## config.mk

```make
export PLATFORM = sky130hd
export DESIGN_NAME = inst_encoder_flat
export DESIGN_NICKNAME = d
export VERILOG_FILES = /design/src/rtl/inst_encoder_if.sv /design/src/rtl/inst_encoder.sv /design/src/flat_wrapper.sv
export SDC_FILE = /design/constraint.sdc
export NUM_CORES = 1
export LEC_CHECK = 0
export ABC_AREA = 0
export CAP_MARGIN = 20
export CORE_ASPECT_RATIO = 0.9
export CORE_MARGIN = 2
export CORE_UTILIZATION = 45
export CTS_BUF_LIST = sky130_fd_sc_hd__clkbuf_16
export CTS_CLUSTER_DIAMETER = 60
export DETAILED_ROUTE_END_ITERATION = 8
export PLACE_DENSITY = 0.69
export SYNTH_ARGS = -nofsm -noshare
export SYNTH_HDL_FRONTEND = slang
export SYNTH_SLANG_ARGS = --single-unit
```

## constraint.sdc

```tcl
create_clock -name clk -period 5.54 [get_ports clk]
set_clock_uncertainty 0.2 [all_clocks]
set_input_delay 1.108 -clock clk [delete_from_list [all_inputs] [get_ports clk]]
set_output_delay 1.108 -clock clk [all_outputs]
set_load 0.1 [all_outputs]
```

## src/rtl/inst_encoder_if.sv

```systemverilog
// Instruction-field handshake bundle feeding inst_encoder.
// master: field producer (in_valid, fields, in_last); slave: encoder (in_ready).
interface inst_encoder_if;
  logic       in_valid;
  logic       in_ready;
  logic [3:0] in_op;
  logic [1:0] in_rs;
  logic [1:0] in_rt;
  logic [1:0] in_rd;
  logic [7:0] in_imm;
  logic       in_last;

  modport master (
    output in_valid,
    output in_op,
    output in_rs,
    output in_rt,
    output in_rd,
    output in_imm,
    output in_last,
    input  in_ready
  );

  modport slave (
    input  in_valid,
    input  in_op,
    input  in_rs,
    input  in_rt,
    input  in_rd,
    input  in_imm,
    input  in_last,
    output in_ready
  );
endinterface

```

## src/rtl/inst_encoder.sv

```systemverilog
// Packs instruction fields into 16-bit words and streams them into imem.
// Ports: clk, rst_n, start/base_addr, in_bus (fields), imem_stall,
// imem_we/addr/wdata, busy, done, err_illegal, word_count.
// INST_ENCODER_ILLEGAL_NOP_EN: illegal ops enqueue 16'hF000 instead of
// being dropped.
module inst_encoder (
  input  logic          clk,
  input  logic          rst_n,
  input  logic          start,
  input  logic [7:0]    base_addr,
  inst_encoder_if.slave in_bus,
  input  logic          imem_stall,
  output logic          imem_we,
  output logic [7:0]    imem_addr,
  output logic [15:0]   imem_wdata,
  output logic          busy,
  output logic          done,
  output logic          err_illegal,
  output logic [8:0]    word_count
);

  typedef enum logic [1:0] {
    IDLE,
    LOAD,
    DRAIN,
    DONE
  } state_t;

  state_t state, state_nx;

  logic [15:0] fifo_q [4];
  logic [1:0]  wr_ptr;
  logic [1:0]  rd_ptr;
  logic [2:0]  count;
  logic        full;
  logic        empty;

  logic [7:0]  addr_q;
  logic [8:0]  wcnt_q;
  logic        err_q;

  logic        is_r;
  logic        is_i;
  logic        is_ri;
  logic        is_bad;
  logic [15:0] word;

  logic        accept;
  logic        push;
  logic        pop;
  logic        start_go;
  logic        ready;

  // ---------------- field packing ----------------
  always_comb begin
    is_r   = in_bus.in_op inside {4'd2, 4'd4, 4'd5, 4'd7, 4'd13};
    is_i   = in_bus.in_op inside {4'd0, 4'd1, 4'd11, 4'd12};
    is_ri  = in_bus.in_op inside {4'd3, 4'd6, 4'd8, 4'd9, 4'd10};
    is_bad = in_bus.in_op inside {4'd14, 4'd15};
  end

  always_comb begin
    word = 16'hF000;
    unique case (1'b1)
      is_r: word = {in_bus.in_op, in_bus.in_rs,
                    in_bus.in_rt, in_bus.in_rd, 6'b0};
      is_i: word = {in_bus.in_op, in_bus.in_rs,
                    in_bus.in_rt, in_bus.in_imm};
      is_ri: word = {in_bus.in_op, in_bus.in_rs,
                     in_bus.in_rd, in_bus.in_imm};
      default: word = 16'hF000;
    endcase
  end

  // ---------------- handshake ----------------
  assign full   = (count == 3'd4);
  assign empty  = (count == 3'd0);
  assign accept = in_bus.in_valid && ready;

`ifdef INST_ENCODER_ILLEGAL_NOP_EN
  assign push = accept;
`else
  assign push = accept && !is_bad;
`endif

  assign pop      = !empty && !imem_stall;
  assign start_go = (state == IDLE) && start;

  // ---------------- FIFO ----------------
  always_ff @(posedge clk) begin
    if (push) fifo_q[wr_ptr] <= word;
  end

  always_ff @(posedge clk or negedge rst_n) begin
    if (!rst_n) begin
      wr_ptr <= 2'd0;
      rd_ptr <= 2'd0;
      count  <= 3'd0;
    end else begin
      if (push) wr_ptr <= wr_ptr + 2'd1;
      if (pop)  rd_ptr <= rd_ptr + 2'd1;
      unique case ({push, pop})
        2'b10:   count <= count + 3'd1;
        2'b01:   count <= count - 3'd1;
        default: count <= count;
      endcase
    end
  end

  // ---------------- address / status ----------------
  always_ff @(posedge clk or negedge rst_n) begin
    if (!rst_n) begin
      addr_q <= 8'd0;
      wcnt_q <= 9'd0;
      err_q  <= 1'b0;
    end else if (start_go) begin
      addr_q <= base_addr;
      wcnt_q <= 9'd0;
      err_q  <= 1'b0;
    end else begin
      // 8-bit address wraps 0xFF -> 0x00 naturally.
      if (pop) addr_q <= addr_q + 8'd1;
      if (pop) wcnt_q <= wcnt_q + 9'd1;
      if (accept && is_bad) err_q <= 1'b1;
    end
  end

  // ---------------- FSM: state register ----------------
  always_ff @(posedge clk or negedge rst_n) begin
    if (!rst_n) state <= IDLE;
    else        state <= state_nx;
  end

  // ---------------- FSM: next state ----------------
  always_comb begin
    state_nx = state;
    unique case (state)
      IDLE:  if (start) state_nx = LOAD;
      LOAD:  if (accept && in_bus.in_last) state_nx = DRAIN;
      DRAIN: if (empty) state_nx = DONE;
      DONE:  state_nx = IDLE;
      default: state_nx = IDLE;
    endcase
  end

  // ---------------- FSM: outputs ----------------
  always_comb begin
    busy  = 1'b0;
    done  = 1'b0;
    ready = 1'b0;
    unique case (state)
      IDLE:  ;
      LOAD: begin
        busy  = 1'b1;
        ready = !full;
      end
      DRAIN: busy = 1'b1;
      DONE:  done = 1'b1;
      default: ;
    endcase
  end

  assign in_bus.in_ready = ready;
  assign imem_we         = pop;
  assign imem_addr       = addr_q;
  // Gated so the data bus reads zero whenever nothing is written.
  assign imem_wdata      = pop ? fifo_q[rd_ptr] : 16'h0000;
  assign err_illegal     = err_q;
  assign word_count      = wcnt_q;

endmodule
```

## src/flat_wrapper.sv

```systemverilog
// flat-port wrapper written by rule: the top's interface ports become plain ports
module inst_encoder_flat 
  (clk, rst_n, start, base_addr, imem_stall, imem_we, imem_addr, imem_wdata, busy, done, err_illegal, word_count, in_bus_in_valid, in_bus_in_op, in_bus_in_rs, in_bus_in_rt, in_bus_in_rd, in_bus_in_imm, in_bus_in_last, in_bus_in_ready);
  inst_encoder_if in_bus_i ();
  input  logic clk;
  input  logic rst_n;
  input  logic start;
  input  logic [7:0] base_addr;
  input  logic imem_stall;
  output logic imem_we;
  output logic [7:0] imem_addr;
  output logic [15:0] imem_wdata;
  output logic busy;
  output logic done;
  output logic err_illegal;
  output logic [8:0] word_count;
  input wire logic [$bits(in_bus_i.in_valid)-1:0] in_bus_in_valid;
  input wire logic [$bits(in_bus_i.in_op)-1:0] in_bus_in_op;
  input wire logic [$bits(in_bus_i.in_rs)-1:0] in_bus_in_rs;
  input wire logic [$bits(in_bus_i.in_rt)-1:0] in_bus_in_rt;
  input wire logic [$bits(in_bus_i.in_rd)-1:0] in_bus_in_rd;
  input wire logic [$bits(in_bus_i.in_imm)-1:0] in_bus_in_imm;
  input wire logic [$bits(in_bus_i.in_last)-1:0] in_bus_in_last;
  output wire logic [$bits(in_bus_i.in_ready)-1:0] in_bus_in_ready;
  assign in_bus_i.in_valid = in_bus_in_valid;
  assign in_bus_i.in_op = in_bus_in_op;
  assign in_bus_i.in_rs = in_bus_in_rs;
  assign in_bus_i.in_rt = in_bus_in_rt;
  assign in_bus_i.in_rd = in_bus_in_rd;
  assign in_bus_i.in_imm = in_bus_in_imm;
  assign in_bus_i.in_last = in_bus_in_last;
  assign in_bus_in_ready = in_bus_i.in_ready;
  inst_encoder u_core (.clk(clk), .rst_n(rst_n), .start(start), .base_addr(base_addr), .in_bus(in_bus_i), .imem_stall(imem_stall), .imem_we(imem_we), .imem_addr(imem_addr), .imem_wdata(imem_wdata), .busy(busy), .done(done), .err_illegal(err_illegal), .word_count(word_count));
endmodule
```

==> results by group, run 1 <==
Worst setup path
  – Worst-path cell chain: clkdlybuf4s50_1, nand2b_4, inv_2, and2_1, buf_4
  – Max incr delay on CP: 0.48 ns
  – Startpoint types: input port
  – Family with the most delay on the worst path: buffers and inverters
  – CP bufs+invs: 3
  – CP Max Fanout: 23
  – Worst Setup End Kind: output port
  – Crit path depth: 5
  – Worst Path Required: 4.23 ns
  – WS Path Type: input port to output port
  – Worst EP arrival: 2.62 ns
  – Worst r2r path cells: 9
  – Worst path slowest cell: clkdlybuf4s50_1

Layout
  – Synthesis-to-finish area growth: 24.89%
  – Fillers: 798
  – Diodes inserted: 0
  – Design Area, Final: 5430 sq um
  – NumNets Final: 425
  – Layout cell share with drive strength beyond 1: 16.88%

Drt
  – Routed wire per std cell: 15.90 um
  – Post-route ant nets: 0
  – Vias: 2698
  – 1st-pass router iterations: 6
  – WL final: 8123 um
  – Vias per std cell: 5.280
  – DRT iter0 DRCs: 158
  – DRC: 0

Clock tree
  – CTS H-tree lvls: 3
  – CTS buffer count: 9
  – Clock root buffer: clkbuf_16
  – Post-cts sizing count: 0
  – CTS tree: built
  – Clk sinks: 91
  – Hold_buf cts: 0
  – Reg clk slew, reported paths: 0.07 ns
  – Clock Latency Late Sink: 0.33 ns
  – Post-CTS Setup Repair Bufs: 0
  – CTS Buffer Depth: 2

Floorplanning
  – Area of the core: 9529 sq um
  – Die height: 97.25 um
  – Die footprint: 10470 sq um
  – Die width: 107.6 um
  – Initial core utilization: 45.63%
  – I/O pins: 70
  – Num rows: 34

Synth
  – Most common cell in the synthesized netlist: edfxtp_1
  – Syn avg cell area: 13.80 sq um
  – Top cells by count, synth: 64 x edfxtp_1, 27 x dfrtp_1, 23 x and2_1
  – Sequential share of the synthesized area: 59.74%
  – Mapped Area: 4348 sq um
  – Area contributors post-synth: edfxtp_1 44%, dfrtp_1 16%, mux4_2 8.3%
  – Yosys top cell area share: 44.20%
  – Ys async rst share: 29.67%
  – Number of synthesized flops with an enable pin: 64
  – Syn nets: 360
  – Netlist cell types: 50
  – Yosys reg bits: 91
  – Warnings, synthesis: 0
  – Primary FF master, synth: edfxtp_1
  – Synth area leader: edfxtp_1
  – Gate Count Post-Synth: 315

GRT
  – GRT Util Overall: 16.59%
  – GRT overflow: 0
  – First-pass GRT wire length: 13540 um
  – Largest net degree at the start of global routing: 28
  – Antenna violations before repair: 0
  – Number of global-route vias before repair: 2673

STA
  – Final setup vio count: 0
  – Hold Fails Final Rpt: 0
  – Setup TNS: 0 ns
  – Actual slew at the worst max-slew pin: 0.9703 ns
  – Final worst-path cycle share: 70.98%
  – Slew Viols, Final: 0
  – Max Clock Freq: 254.3 MHz
  – Min cycle time layout: 3.932 ns
  – Setup ws final: 1.608 ns
  – Unrepaired setup endpoints after global routing: no
  – Max-slew headroom: 35.11%

Pwr
  – Leakage power: 2.054 nW
  – Worst VDD drop: 0.0002876 V
  – Power density over the cells: 606.3 nW/um^2

Status
  – Outcome: complete, no violations

Placement
  – Routability congestion estimate from global placement: 0.7592
  – Hpwl dp: 5396 um
  – Place WS: 1.488 ns
  – Number of I/O port buffers: 69
  – DP Area: 5081 sq um

Worst hold path
  – Min-delay worst type: flop to flop
  – Hold-critical path depth: 1

Job
  – Max Cap Violations: 0
[registers in the layout, indices dropped and copies added (netlist names)]
register,flops
u_core.count,3
u_core.err_illegal,1
u_core.fifo_q,64
u_core.imem_addr,8
u_core.rd_ptr,2
u_core.state,2
u_core.word_count,9
u_core.wr_ptr,2
[per-layer routing]
metal | wire length, um | GRT usage (%)
met5 | 0 | 0
met2 | 4011 | 26.17
met4 | 35 | 4.734
met1 | 3804 | 23.94
met3 | 271 | 2.616
[kinds of logic after synthesis]
kind of cell | share of synthesized area (%)
multiplexers | 10.82
flip-flops | 59.74
buffers and inverters | 3.741
adder cells (fa/ha/maj) | 3.914
AND/OR/NAND/NOR | 11.63
XOR/XNOR | 4.029
AO/OA/AOI/OAI | 6.130
[final timing paths]
path / end / start / slack (ns)
worst max-delay path: imem_wdata[14] / imem_stall / 1.61
worst min-delay path: u_core.count[2]$_DFFE_PN0P_ / u_core.count[2]$_DFFE_PN0P_ / 0.34
worst max register to register: u_core.count[2]$_DFFE_PN0P_ / u_core.count[0]$_DFFE_PN0P_ / 2.95
worst min register to register: u_core.count[2]$_DFFE_PN0P_ / u_core.count[2]$_DFFE_PN0P_ / 0.34
max in group asynchronous: u_core.wr_ptr[0]$_DFFE_PN0P_ / rst_n / 3.91
min in group asynchronous: u_core.word_count[5]$_DFFE_PN0P_ / rst_n / 0.95
[power breakdown]
| part | switching (mW) | total [mW] | internal [mW] |
|---|---|---|---|
| Combinational | 1.13 | 1.61 | 0.486 |
| Clock | 0.255 | 0.699 | 0.444 |
| Sequential | 0.122 | 0.981 | 0.859 |
[layout make-up]
cell class,count,area (sq um),area share (%)
Sequential cell,91,2597,47.83
Multi-Input combinational cell,187,1588,29.24
Timing Repair Buffer,71,663.1,12.21
Clock buffer,9,225.2,4.147
Tap cell,126,157.7,2.903
Clock inverter,7,123.9,2.281
Inverter,20,75.07,1.382
[per-stage QoR]
stage / power (mW) / utilization (%) / cells / hold WS, ns
finish: 3.292 / 56.99 / 511 / 0.3363
global route: 3.447 / 56.99 / 511 / 0.3488
CTS: 3.324 / 56.99 / 511 / 0.3296
detailed placement: 2.622 / 53.32 / 495 / 0.3170
global placement: 2.603 / 53.32 / 495 / 0.3076
floorplan: 2.284 / - / 315 / 0.2888
[cells in the final DEF (no fill, tap or decap), types with 6 or more instances in the layout]
cell type         n
buf_4            19
mux4_2           16
mux2i_1           8
edfxtp_1         64
xor2_1            7
clkdlybuf4s50_1  52
o22ai_1           6
clkbuf_16         9
ha_1             12
xnor2_1          13
and2_1           23
inv_1            19
o21ai_0          14
nor2_1           18
dfrtp_1          27
nand2_1          15
nand3_1           6
No activity file was read; power rests on OpenSTA's default activity.
==> run 2, diff against run 1 <==
Clock period 5.54 ns to 3.7 ns, I/O delays scaled along.
==> run 2 against run 1 <==
Sequential power grew 50%. Sequential share of layout area shrank 1.6 points. Critical path depth is the same. Core utilization grew 2.0 points. Total power grew 52%. Largest cell class unchanged. Global-route usage grew 0.086 points.
==> results by group, run 2 (synthesis results as in run 1) <==
GRT
  – GRT Util Overall: 16.67% (+0.086 points)
  – First-pass GRT wire length: 13540 um (about the same)
  – GRT overflow: 0 (unchanged)
  – Largest net degree at the start of global routing: 28 (unchanged)
  – Antenna violations before repair: 0 (unchanged)
  – Number of global-route vias before repair: 2742 (+2.6%)

Worst setup path
  – Worst Setup End Kind: output port
  – Startpoint types: input port
  – Worst EP arrival: 2.24 ns (-0.38 ns)
  – CP Max Fanout: 23 (unchanged)
  – Worst Path Required: 2.76 ns (-1.47 ns)
  – WS Path Type: input port to output port

Layout
  – Fin util: 58.97% (+2.0 points)
  – Design Area, Final: 5619 sq um (+3.5%)
  – Max FFs per register: 64 (unchanged)
  – Reg area: 2597 sq um (unchanged)
  – Fillers: 762 (-4.5%)
  – Diodes inserted: 0 (unchanged)
  – Area of the multi-input gates: 1588 sq um (unchanged)
  – Synthesis-to-finish area growth: 29.24%
  – Commonest non-fill, non-tap cells in the layout: 64 x edfxtp_1, 35 x clkdlybuf4s50_1, 27 x buf_4, 27 x dfrtp_1, 23 x and2_1
  – NumNets Final: 433 (+1.9%)
  – Commonest non-fill, non-tap cell in the layout: edfxtp_1
  – Largest register by flop count: u_core.fifo_q
  – Layout cell share with drive strength beyond 1: 22.39% (+5.5 points)

Floorplanning
  – Die height: 97.25 um (unchanged)
  – Die width: 107.6 um (unchanged)
  – Die footprint: 10470 sq um (unchanged)
  – Num rows: 34 (unchanged)
  – I/O pins: 70 (unchanged)
  – Area of the core: 9529 sq um (unchanged)
  – Initial core utilization: 45.63% (unchanged)

Drt
  – Routed wire per std cell: 15.57 um (-2.1%)
  – 1st-pass router iterations: 4 (-2)
  – DRC: 0 (unchanged)
  – Vias: 2643 (-2.0%)
  – WL final: 8081 um (-0.52%)
  – Post-route ant nets: 0 (unchanged)
  – DRT iter0 DRCs: 156 (-1.3%)
  – Vias per std cell: 5.092 (-3.5%)

Clock tree
  – Clk sinks: 91 (unchanged)
  – Post-cts sizing count: 0 (unchanged)
  – Post-CTS Setup Repair Bufs: 0 (unchanged)
  – CTS Buffer Depth: 2 (unchanged)
  – Clock Latency Late Sink: 0.33 ns (about the same)
  – Clock root buffer: clkbuf_16
  – Hold_buf cts: 0 (unchanged)
  – Reg clk slew, reported paths: 0.06 ns (about the same)
  – CTS buffer count: 9 (unchanged)
  – CTS H-tree lvls: 3 (unchanged)
  – CTS tree: built

STA
  – Actual slew at the worst max-slew pin: 0.9757 ns (+0.005430 ns)
  – Min cycle time layout: 3.178 ns
  – Hold Fails Final Rpt: 0 (unchanged)
  – Setup TNS: 0 ns (unchanged)
  – Final setup vio count: 0 (unchanged)
  – Final worst-path cycle share: 85.89%
  – Unrepaired setup endpoints after global routing: no
  – Slew Viols, Final: 0 (unchanged)
  – Max Clock Freq: 314.7 MHz
  – Max-slew headroom: 34.75% (-0.36 points)

Placement
  – DP Area: 5311 sq um (+4.5%)
  – Routability congestion estimate from global placement: 0.7841 (+3.3%)
  – Hpwl dp: 5614 um (+4.1%)
  – Number of I/O port buffers: 69 (unchanged)

Worst hold path
  – Min-delay worst type: flop to flop

Pwr
  – Power density over the cells: 890.8 nW/um^2 (+47%)
  – Leakage power: 2.174 nW (+5.8%)
  – Worst VDD drop: 0.0004735 V (+65%)

Job
  – Max Cap Violations: 0 (unchanged)

Status
  – Outcome: complete, no violations
run 2: cell types whose count changed in the layout (fill, tap and decap cells not counted), sizes merged:
cell | before | now
buf | 19 | 44
clkinvlp | 1 | 0
inv | 21 | 23
bufinv | 3 | 2
clkdlybuf4s50 | 52 | 35
run 2: layout make-up:
class                      instances  area share (%)
clock buffer                       9           4.008
multi-input combinational        187           28.26
timing repair buffer              79           15.90
inverter                          20           1.336
tap                              126           2.806
sequential                        91           46.23
clock inverter                     7           1.470
run 2: per-layer routing:
| layer | track usage, % | share of wire (%) | up-vias |
|---|---|---|---|
| met3 | 3.756 | 4.4 | 4 |
| met1 | 22.46 | 45 | 1296 |
| met4 | 4.734 | 1.2 | 0 |
| met2 | 27.24 | 50 | 55 |
| li1 | - | - | 1288 |
| met5 | 0 | 0 | - |
run 2: path summary, 6_finish.rpt:
check / start / end / slack (ns) / depth (start not counted)
max: imem_stall / imem_wdata[14] / 0.52 / 5
min: u_core.count[2]$_DFFE_PN0P_ / u_core.count[2]$_DFFE_PN0P_ / 0.34 / 1
max reg2reg: u_core.count[0]$_DFFE_PN0P_ / u_core.count[2]$_DFFE_PN0P_ / 1.05 / 9
min reg2reg: u_core.count[2]$_DFFE_PN0P_ / u_core.count[2]$_DFFE_PN0P_ / 0.34 / 1
max in group asynchronous: rst_n / u_core.imem_addr[6]$_DFFE_PN0P_ / 2.44 / 2
min in group asynchronous: rst_n / u_core.word_count[5]$_DFFE_PN0P_ / 0.58 / 2
run 2: through the flow:
stage / setup WS (ns) / total power, mW / hold slack [ns] / instances
final: 0.5220 / 5.005 / 0.3449 / 519
after global routing: 0.4268 / 5.244 / 0.3602 / 519
after CTS: 0.5145 / 5.058 / 0.3432 / 519
after detailed placement: 0.5321 / 4.114 / 0.3302 / 503
after global placement: 0.5292 / 4.088 / 0.3180 / 503
after floorplan: 0.4749 / 3.420 / 0.2444 / 315
run 2: critical path, stage by stage:
cell,delay [ns]
clkdlybuf4s50_1,0.48
nand2b_4,0.19
inv_2,0.34
and2_1,0.29
buf_12,0.20
run 2: report_power, final:
part	internal, mW	total (mW)	switching, mW	leakage (nW)
logic	0.880	2.61	1.72	1.10
clock network	0.584	0.931	0.348	0.159
registers	1.29	1.47	0.184	0.919
==> run 3, diff against run 2 <==
Settings changed: MAX_ROUTING_LAYER from default to met4.
==> run 3 against run 2 <==
Maximum frequency hardly changed. Via count rose by 0.30%. Register-to-register slack about the same. Worst hold slack barely moved. Setup slack hardly changed. Sequential share of layout area is the same. Combinational power about the same. Total power about the same. Critical path type unchanged. Largest cell class unchanged. Highest routed layer unchanged.
==> results by group, run 3 (synthesis results as in run 1) <==
Worst setup path
  – CP Max Fanout: 23 (unchanged)
  – WS Path Type: input port to output port
  – Startpoint types: input port
  – Worst EP arrival: 2.24 ns (about the same)
  – Worst Setup End Kind: output port
  – Worst Path Required: 2.76 ns (about the same)

Clock tree
  – CTS buffer count: 9 (unchanged)
  – Hold_buf cts: 0 (unchanged)
  – Post-CTS Setup Repair Bufs: 0 (unchanged)
  – Reg clk slew, reported paths: 0.06 ns (about the same)
  – Post-cts sizing count: 0 (unchanged)
  – Clk sinks: 91 (unchanged)
  – CTS Buffer Depth: 2 (unchanged)
  – CTS tree: built
  – CTS H-tree lvls: 3 (unchanged)
  – Clock root buffer: clkbuf_16
  – Clock Latency Late Sink: 0.33 ns (about the same)

Floorplanning
  – Die width: 107.6 um (unchanged)
  – Initial core utilization: 45.63% (unchanged)
  – Area of the core: 9529 sq um (unchanged)
  – Num rows: 34 (unchanged)
  – I/O pins: 70 (unchanged)
  – Die footprint: 10470 sq um (unchanged)
  – Die height: 97.25 um (unchanged)

Placement
  – Number of I/O port buffers: 69 (unchanged)
  – Routability congestion estimate from global placement: 0.7950 (+1.4%)
  – Place WS: 0.5321 ns (unchanged)
  – Hpwl dp: 5614 um (unchanged)
  – Dpl cells: 503 (unchanged)

STA
  – Final worst-path cycle share: 85.90% (about the same)
  – Setup TNS: 0 ns (unchanged)
  – Slew Viols, Final: 0 (unchanged)
  – Min cycle time layout: 3.178 ns (+0.0002650 ns)
  – Max Clock Freq: 314.6 MHz (about the same)
  – Unrepaired setup endpoints after global routing: no
  – Setup ws final: 0.5217 ns (-0.0002650 ns)
  – Max-slew headroom: 34.75% (unchanged)
  – Actual slew at the worst max-slew pin: 0.9757 ns (unchanged)
  – Final setup vio count: 0 (unchanged)
  – Hold Fails Final Rpt: 0 (unchanged)

Drt
  – 1st-pass router iterations: 4 (unchanged)
  – Post-route ant nets: 0 (unchanged)
  – WL final: 8077 um (about the same)
  – Vias: 2651 (+0.30%)
  – DRC: 0 (unchanged)
  – DRT iter0 DRCs: 156 (unchanged)
  – Routed wire per std cell: 15.56 um (about the same)
  – Vias per std cell: 5.108 (+0.30%)

Pwr
  – Leakage power: 2.174 nW (unchanged)
  – Power density over the cells: 890.8 nW/um^2 (about the same)
  – Tot Pwr: 5.005 mW (about the same)
  – Worst VDD drop: 0.0004735 V (about the same)

Layout
  – Fillers: 762 (unchanged)
  – Layout cell share with drive strength beyond 1: 22.39% (unchanged)
  – NumNets Final: 433 (unchanged)
  – Diodes inserted: 0 (unchanged)
  – Commonest non-fill, non-tap cell in the layout: edfxtp_1
  – Synthesis-to-finish area growth: 29.24% (unchanged)
  – Commonest non-fill, non-tap cells in the layout: 64 x edfxtp_1, 35 x clkdlybuf4s50_1, 27 x buf_4, 27 x dfrtp_1, 23 x and2_1
  – Max FFs per register: 64 (unchanged)
  – Largest register by flop count: u_core.fifo_q
  – Final std cells w/o fill: 519 (unchanged)

GRT
  – Number of global-route vias before repair: 2742 (unchanged)
  – GRT Util Overall: 17.14% (+0.47 points)
  – First-pass GRT wire length: 13530 um (-0.10%)
  – Antenna violations before repair: 0 (unchanged)
  – GRT overflow: 0 (unchanged)
  – Largest net degree at the start of global routing: 28 (unchanged)

Status
  – Outcome: complete, no violations

Worst hold path
  – Min-delay worst type: flop to flop

Job
  – Max Cap Violations: 0 (unchanged)
[run 3: worst paths after layout]
path                       slack (ns)  cells past startpoint                         from                          endpoint
max                              0.52                      5                   imem_stall                    imem_wdata[14]
min                              0.34                      1  u_core.count[2]$_DFFE_PN0P_       u_core.count[2]$_DFFE_PN0P_
max reg2reg                      1.05                      9  u_core.count[0]$_DFFE_PN0P_       u_core.count[2]$_DFFE_PN0P_
min reg2reg                      0.34                      1  u_core.count[2]$_DFFE_PN0P_       u_core.count[2]$_DFFE_PN0P_
max in group asynchronous        2.44                      2                        rst_n   u_core.imem_addr[6]$_DFFE_PN0P_
min in group asynchronous        0.58                      2                        rst_n  u_core.word_count[5]$_DFFE_PN0P_
[run 3: layout make-up]
cell class | instances | area, sq um | share of cell area, %
clock buffers | 9 | 225.2 | 4.008
clock inverters | 7 | 82.58 | 1.470
inverters | 20 | 75.07 | 1.336
multi-input cells | 187 | 1588 | 28.26
flip-flops and latches | 91 | 2597 | 46.23
well taps | 126 | 157.7 | 2.806
repair buffers | 79 | 893.4 | 15.90
[run 3: worst max-delay path, stage by stage]
cell and delay (ns):
clkdlybuf4s50_1 0.48, nand2b_4 0.19, inv_2 0.34, and2_1 0.29
buf_12 0.20
[run 3: stage by stage]
| stage | util [%] | instance area, sq um | hold slack [ns] |
|---|---|---|---|
| after floorplan | - | 4348 | 0.2444 |
| after global placement | 55.74 | 5311 | 0.3180 |
| after detailed placement | 55.74 | 5311 | 0.3302 |
| after CTS | 58.97 | 5619 | 0.3432 |
| after global routing | 58.97 | 5619 | 0.3602 |
| final | 58.97 | 5619 | 0.3449 |
[run 3: where the power goes]
| part | leakage (nW) | internal [mW] | switching, mW | total, mW |
|---|---|---|---|---|
| sequential | 0.919 | 1.29 | 0.184 | 1.47 |
| clock | 0.159 | 0.584 | 0.347 | 0.931 |
| combinational | 1.10 | 0.880 | 1.73 | 2.61 |
| total | 2.17 | 2.75 | 2.26 | 5.01 |
[run 3: metal layers]
layer  wire length [um]  GRT usage (%)
met5                  0              -
met4                 97          4.734
met3                331          3.756
met2               4033          27.24
met1               3615          22.42
